===== config.mk =====
export PLATFORM = sky130hd
export DESIGN_NAME = neander_control
export DESIGN_NICKNAME = d
export VERILOG_FILES = /design/src/rtl/neander_pkg.sv /design/src/rtl/neander_control.sv
export SDC_FILE = /design/constraint.sdc
export NUM_CORES = 1
export LEC_CHECK = 0
export BUFFER_PORTS_ARGS = -buffer_cell sky130_fd_sc_hd__buf_2
export CORE_MARGIN = 3
export CORE_UTILIZATION = 52
export DETAILED_ROUTE_END_ITERATION = 10
export GPL_TIMING_DRIVEN = 1
export PLACE_DENSITY = 0.79
export RECOVER_POWER = 50
export SYNTH_ARGS = -nofsm -noshare
export SYNTH_HDL_FRONTEND = slang
export SYNTH_SLANG_ARGS = --single-unit
export TNS_END_PERCENT = 10

===== constraint.sdc =====
create_clock -name i_CLK -period 2.8 [get_ports i_CLK]
set_input_delay 0.56 -clock i_CLK [delete_from_list [all_inputs] [get_ports i_CLK]]
set_output_delay 0.56 -clock i_CLK [all_outputs]
set_load 0.01 [all_outputs]

===== src/rtl/neander_pkg.sv =====
// Shared definitions for the Neander control unit: opcodes, ALU selects,
// sequencer states and small decode helpers.
package neander_pkg;

    localparam int unsigned DEFAULT_DATA_W = 8;
    localparam int unsigned OP_W           = 4;

    // Opcode nibble (IR[7:4])
    localparam logic [OP_W-1:0] OP_NOP = 4'h0;
    localparam logic [OP_W-1:0] OP_STA = 4'h1;
    localparam logic [OP_W-1:0] OP_LDA = 4'h2;
    localparam logic [OP_W-1:0] OP_ADD = 4'h3;
    localparam logic [OP_W-1:0] OP_OR  = 4'h4;
    localparam logic [OP_W-1:0] OP_AND = 4'h5;
    localparam logic [OP_W-1:0] OP_NOT = 4'h6;
    localparam logic [OP_W-1:0] OP_JMP = 4'h8;
    localparam logic [OP_W-1:0] OP_JN  = 4'h9;
    localparam logic [OP_W-1:0] OP_JZ  = 4'hA;
    localparam logic [OP_W-1:0] OP_HLT = 4'hF;

    // External ALU select codes; they coincide with IR[6:4] of the opcodes
    localparam logic [2:0] ALU_SEL_PASS = 3'b010;
    localparam logic [2:0] ALU_SEL_ADD  = 3'b011;
    localparam logic [2:0] ALU_SEL_OR   = 3'b100;
    localparam logic [2:0] ALU_SEL_AND  = 3'b101;
    localparam logic [2:0] ALU_SEL_NOT  = 3'b110;

    typedef enum logic [2:0] {
        ST_FETCH_OP   = 3'd0,
        ST_DECODE     = 3'd1,
        ST_FETCH_ADDR = 3'd2,
        ST_READ       = 3'd3,
        ST_ALU        = 3'd4,
        ST_WRITE      = 3'd5,
        ST_HALT       = 3'd6
    } state_e;

    // Instructions carrying an address operand byte
    function automatic logic is_two_byte(input logic [OP_W-1:0] op);
        return (op == OP_STA) || (op == OP_LDA) || (op == OP_ADD) ||
               (op == OP_OR)  || (op == OP_AND) || (op == OP_JMP) ||
               (op == OP_JN)  || (op == OP_JZ);
    endfunction

    // Instructions that read a data operand and commit through the ALU
    function automatic logic is_mem_alu(input logic [OP_W-1:0] op);
        return (op == OP_LDA) || (op == OP_ADD) || (op == OP_OR) || (op == OP_AND);
    endfunction

endpackage


===== src/rtl/neander_control.sv =====
// Neander CPU sequencer and register set (PC, IR, REM, RDM, AC, N, Z).
// Talks to memory over a req/ack port and to an external 8-bit ALU.
// Optional single-step input enabled by defining NEANDER_STEP_EN.
module neander_control
    import neander_pkg::*;
#(
    parameter int unsigned       DATA_W   = DEFAULT_DATA_W,
    parameter logic [DATA_W-1:0] RESET_PC = '0
) (
    input  logic              i_CLK,
    input  logic              i_RST_N,
`ifdef NEANDER_STEP_EN
    input  logic              i_STEP,
`endif
    output logic              o_MEM_REQ,
    output logic              o_MEM_WE,
    output logic [DATA_W-1:0] o_MEM_ADDR,
    output logic [DATA_W-1:0] o_MEM_WDATA,
    input  logic              i_MEM_ACK,
    input  logic [DATA_W-1:0] i_MEM_RDATA,
    output logic [DATA_W-1:0] o_ALU_A,
    output logic [DATA_W-1:0] o_ALU_B,
    output logic [2:0]        o_ALU_SEL,
    input  logic [DATA_W-1:0] i_ALU_OUT,
    input  logic              i_ALU_ZERO,
    input  logic              i_ALU_NEG,
    output logic [DATA_W-1:0] o_AC,
    output logic              o_N,
    output logic              o_Z,
    output logic              o_HALTED
);

    state_e            state_q, state_d;
    logic [DATA_W-1:0] pc_q, pc_d;
    logic [OP_W-1:0]   op_q, op_d;       // IR: only the opcode nibble is ever decoded
    logic [DATA_W-1:0] rem_q, rem_d;
    logic [DATA_W-1:0] rdm_q, rdm_d;
    logic [DATA_W-1:0] ac_q, ac_d;
    logic              n_q, n_d;
    logic              z_q, z_d;
    logic              halted_q, halted_d;
    logic              mem_req_q, mem_req_d;
    logic              mem_we_q, mem_we_d;
    logic [DATA_W-1:0] mem_addr_q, mem_addr_d;
`ifdef NEANDER_STEP_EN
    logic              armed_q, armed_d;  // step sampled, fetch may proceed
`endif

    logic xfer_c;
    logic take_jump_c;

    assign xfer_c      = mem_req_q & i_MEM_ACK;
    assign take_jump_c = (op_q == OP_JMP) || ((op_q == OP_JN) && n_q) || ((op_q == OP_JZ) && z_q);

    // Next-state, register-set updates and next memory-port outputs
    always_comb begin
        state_d  = state_q;
        pc_d     = pc_q;
        op_d     = op_q;
        rem_d    = rem_q;
        rdm_d    = rdm_q;
        ac_d     = ac_q;
        n_d      = n_q;
        z_d      = z_q;

        unique case (state_q)
            ST_FETCH_OP: begin
                if (xfer_c) begin
                    op_d    = i_MEM_RDATA[DATA_W-1 -: OP_W];
                    pc_d    = pc_q + DATA_W'(1);
                    state_d = ST_DECODE;
                end
            end
            ST_DECODE: begin
                if (op_q == OP_NOT) begin
                    ac_d    = i_ALU_OUT;
                    n_d     = i_ALU_NEG;
                    z_d     = i_ALU_ZERO;
                    state_d = ST_FETCH_OP;
                end else if (op_q == OP_HLT) begin
                    state_d = ST_HALT;
                end else if (is_two_byte(op_q)) begin
                    state_d = ST_FETCH_ADDR;
                end else begin
                    state_d = ST_FETCH_OP;
                end
            end
            ST_FETCH_ADDR: begin
                if (xfer_c) begin
                    rem_d = i_MEM_RDATA;
                    pc_d  = take_jump_c ? i_MEM_RDATA : pc_q + DATA_W'(1);
                    if (is_mem_alu(op_q)) begin
                        state_d = ST_READ;
                    end else if (op_q == OP_STA) begin
                        state_d = ST_WRITE;
                    end else begin
                        state_d = ST_FETCH_OP;
                    end
                end
            end
            ST_READ: begin
                if (xfer_c) begin
                    rdm_d   = i_MEM_RDATA;
                    state_d = ST_ALU;
                end
            end
            ST_ALU: begin
                ac_d    = i_ALU_OUT;
                n_d     = i_ALU_NEG;
                z_d     = i_ALU_ZERO;
                state_d = ST_FETCH_OP;
            end
            ST_WRITE: begin
                if (xfer_c) begin
                    state_d = ST_FETCH_OP;
                end
            end
            ST_HALT: begin
                state_d = ST_HALT;
            end
            default: begin
                state_d = ST_FETCH_OP;
            end
        endcase

        // Memory-port outputs are a function of the state being entered
`ifdef NEANDER_STEP_EN
        armed_d   = (state_q == ST_FETCH_OP) && (state_d == ST_FETCH_OP) && (armed_q || i_STEP);
        mem_req_d = (state_d == ST_FETCH_OP) ? armed_d
                                             : (state_d inside {ST_FETCH_ADDR, ST_READ, ST_WRITE});
`else
        mem_req_d = state_d inside {ST_FETCH_OP, ST_FETCH_ADDR, ST_READ, ST_WRITE};
`endif
        mem_we_d   = (state_d == ST_WRITE);
        mem_addr_d = (state_d inside {ST_FETCH_OP, ST_FETCH_ADDR}) ? pc_d : rem_d;
        halted_d   = (state_d == ST_HALT);
    end

    // State and register set; reset abandons any outstanding request
    always_ff @(posedge i_CLK or negedge i_RST_N) begin
        if (!i_RST_N) begin
            state_q    <= ST_FETCH_OP;
            pc_q       <= RESET_PC;
            op_q       <= '0;
            rem_q      <= '0;
            rdm_q      <= '0;
            ac_q       <= '0;
            n_q        <= 1'b0;
            z_q        <= 1'b1;
            halted_q   <= 1'b0;
            mem_req_q  <= 1'b0;
            mem_we_q   <= 1'b0;
            mem_addr_q <= RESET_PC;
`ifdef NEANDER_STEP_EN
            armed_q    <= 1'b0;
`endif
        end else begin
            state_q    <= state_d;
            pc_q       <= pc_d;
            op_q       <= op_d;
            rem_q      <= rem_d;
            rdm_q      <= rdm_d;
            ac_q       <= ac_d;
            n_q        <= n_d;
            z_q        <= z_d;
            halted_q   <= halted_d;
            mem_req_q  <= mem_req_d;
            mem_we_q   <= mem_we_d;
            mem_addr_q <= mem_addr_d;
`ifdef NEANDER_STEP_EN
            armed_q    <= armed_d;
`endif
        end
    end

    assign o_MEM_REQ   = mem_req_q;
    assign o_MEM_WE    = mem_we_q;
    assign o_MEM_ADDR  = mem_addr_q;
    assign o_MEM_WDATA = ac_q;
    assign o_ALU_A     = ac_q;
    assign o_ALU_B     = rdm_q;
    assign o_ALU_SEL   = op_q[2:0];
    assign o_AC        = ac_q;
    assign o_N         = n_q;
    assign o_Z         = z_q;
    assign o_HALTED    = halted_q;

endmodule


==> results by group <==
Floorplan
  – Core Footprint: 4790 µm²
  – # IOs: 69
  – Die ar.: 5910 µm²
  – Die X: 76.8 µm
  – Initial Util: 54.5%
  – Die height: 76.8 µm
  – FP Rows: 25

Timing
  – Setup TNS: 0 ns
  – RSZ-0062 raised after global routing: false
  – Slew Limit Fails: 0
  – Final Setup Violations: 0
  – Fmax: 463 MHz
  – Period utilisation layout: 77.2%
  – Slew @ Worst Pin: 1.33 ns
  – Slew headroom: 11.2%
  – Final Critical Period: 2.16 ns
  – Fin. Hold Viols: 0
  – Worst-case clock skew: 0.00556 ns

Synth
  – Count leader, synth: dfrtp_1
  – Syn_area_per_cell: 11.5 µm²
  – Gate Count Post-Synth: 227
  – Synthesized area: 2610 µm²
  – Post-synthesis cell type count: 51
  – Main flop type after synthesis: dfrtp_1
  – Syn_nets: 249
  – YS warnings: 0
  – Post-synth top cells: dfrtp_1, buf_4, mux2_2, nand2_1, nor2_1
  – Biggest area consumer among synthesized cells: dfrtp_1
  – Seq/Total Area, Yosys: 49.9%
  – FFs w/ async S/R, synth: 100%
  – Largest cells by area after synthesis: dfrtp_1, mux2_2, buf_4
  – Post-synth top area share: 48.9%
  – Synth Register Bits: 52
  – Post-synth EDFFs: 0

Worst setup path
  – Crit-path slowest cell: and4bb_1
  – Worst Path Class, Setup: flip-flop to flip-flop
  – CP peak stage delay: 0.54 ns
  – Maximum fanout along the worst path: 12
  – Startpoint types: flip-flop
  – CP Data Arrival Time: 2.36 ns
  – CP Cell Sequence: and4bb_1 -> nand2_1 -> mux2_1 -> mux2_4
  – Crit. End Element: flip-flop
  – CP required: 3.00 ns

Layout
  – Final Core Density: 61.4%
  – Antenna diode instance count: 0
  – Syn-to-layout area delta: 12.7%
  – Final nets: 300
  – Reg area: 1300 µm²
  – Fillers: 412
  – Fraction of layout cells with a size suffix above 1: 31.9%
  – Final cell area excluding filler cells: 2940 µm²
  – Area of the multi-input gates: 1090 µm²

Pwr
  – Leak pwr: 1.37 nW
  – Peak VDD IR: 0.000889 V
  – Power density over the cells: 1250 nW/µm²

Drt
  – First drt pass iteration count: 4
  – Wire per inst: 15.5 µm
  – Via density: 5.55
  – Final wirelength: 5.37 mm
  – Starting DRT DRC Count: 81
  – Via count: 1920
  – Drt drc: 0
  – Antenna-violating nets left: 0

CTS
  – CTS max path bufs: 2
  – TritonCTS buffer count: 5
  – Hold Buf Count CTS: 0
  – TritonCTS clock tree: built
  – Post-CTS Setup Bufs: 0
  – H-tree depth: 2
  – # clock sinks: 52
  – Post-CTS sizing: 0
  – Clock Latency Late Sink: 0.31 ns
  – Clock root buffer: clkbuf_8
  – Worst-path clk slew: 0.09 ns

Global routing
  – Initial antenna violation count: 0
  – GR Util All Layers: 19.1%
  – Grt total ovfl: 0
  – Largest net degree at the start of global routing: 29
  – First-pass GRT wire length: 8.95 mm
  – Vias in the first global route: 1781

Place
  – HPWL after DPL: 3.89 mm
  – Area of placed instances: 2860 µm²
  – GPL Wtd Cong: 0.883
  – PortBufs: 68

Job
  – Max-cap violations: 0

Run status
  – Status: finished, final reports clean

Worst hold path
  – Worst hold path type: input pin to flip-flop
## cell type report
| cell class | count | area share, % |
|---|---|---|
| Clock buffer | 5 | 2.34 |
| Inverter | 6 | 0.766 |
| Multi-Input combinational cell | 142 | 37.1 |
| Tap cell | 67 | 2.85 |
| Timing Repair Buffer | 71 | 11.2 |
| Clock inverter | 3 | 1.45 |
| Sequential cell | 52 | 44.3 |
## stage by stage
step / cells / hold slack, ns / setup WS [ns] / total power [mW]
global placement: 338 / 0.467 / 0.554 / 3.14
global route: 346 / 0.466 / 0.495 / 3.91
finish: 346 / 0.465 / 0.639 / 3.66
detailed placement: 338 / 0.461 / 0.513 / 3.19
floorplan: 227 / 0.264 / 0.872 / 2.85
CTS: 346 / 0.247 / 0.650 / 3.72
## cells by family (layout without fill, tap and decap cells)
| logic type | Yosys count | after routing | synth area share (%) |
|---|---|---|---|
| and+or+nand+nor | 68 | 68 | 14.5 |
| DFF | 52 | 52 | 49.9 |
| adders and majority gates | 1 | 1 | 0.479 |
| buffers and inverters | 33 | 85 | 8.29 |
| muxes | 34 | 34 | 15.8 |
| AOI/OAI and AO/OA | 38 | 38 | 10.7 |
| xor gates and xnor gates | 1 | 1 | 0.336 |
## critical path: cells and delay by family (launching register included)
| family | cells | cell delay, ns |
|---|---|---|
| and+or+nand+nor | 2 | 0.88 |
| DFF | 1 | 0.46 |
| muxes | 2 | 0.70 |
## routing by layer
layer / vias to the layer above / part of all wire, % / GRT usage, %
met5: - / 0 / 0
met4: 0 / 1.1 / 5.43
met3: 5 / 6.6 / 3.99
met2: 83 / 47 / 30.2
met1: 940 / 45 / 26.7
li1: 892 / - / -
## placed cells by master (no fill, tap or decap), drive strengths merged, types with 2 or more instances in the layout
cell,count
a211oi,2
a21oi,9
a221o,2
a2bb2oi,2
and2,2
and3,5
buf,45
clkbuf,31
dfrtp,51
inv,6
mux2,33
nand2,14
nand2b,6
nand3,6
nand4,2
nor2,15
nor2b,4
nor4,2
o21ai,10
o221a,2
or3,3
or4,2
## final timing paths
kind | endpoint | from | slack, ns | depth (start not counted)
max | o_MEM_ADDR[3]$_DFF_PN0_ | state_q[0]$_DFF_PN0_ | 0.64 | 4
min in group asynchronous | state_q[1]$_DFF_PN0_ | i_RST_N | 0.52 | 1
max reg2reg | o_MEM_ADDR[3]$_DFF_PN0_ | state_q[0]$_DFF_PN0_ | 0.64 | 4
min reg2reg | rem_q[4]$_DFF_PN0_ | rem_q[4]$_DFF_PN0_ | 0.49 | 2
max in group asynchronous | rem_q[3]$_DFF_PN0_ | i_RST_N | 0.97 | 2
min | o_AC[3]$_DFFE_PN0P_ | i_ALU_OUT[3] | 0.46 | 2
## power by group
group	internal, mW	switching (mW)
Clock	0.265	0.251
Combinational	0.858	0.881
Sequential	1.10	0.307
## registers in the layout (all words and copies together), names as in the netlist, 3 cells and up
register    flops
o_AC            8
o_ALU_B         8
o_MEM_ADDR      8
op_q            4
pc_q            8
rem_q           8
state_q         3
(Power assumes the default switching activity.)
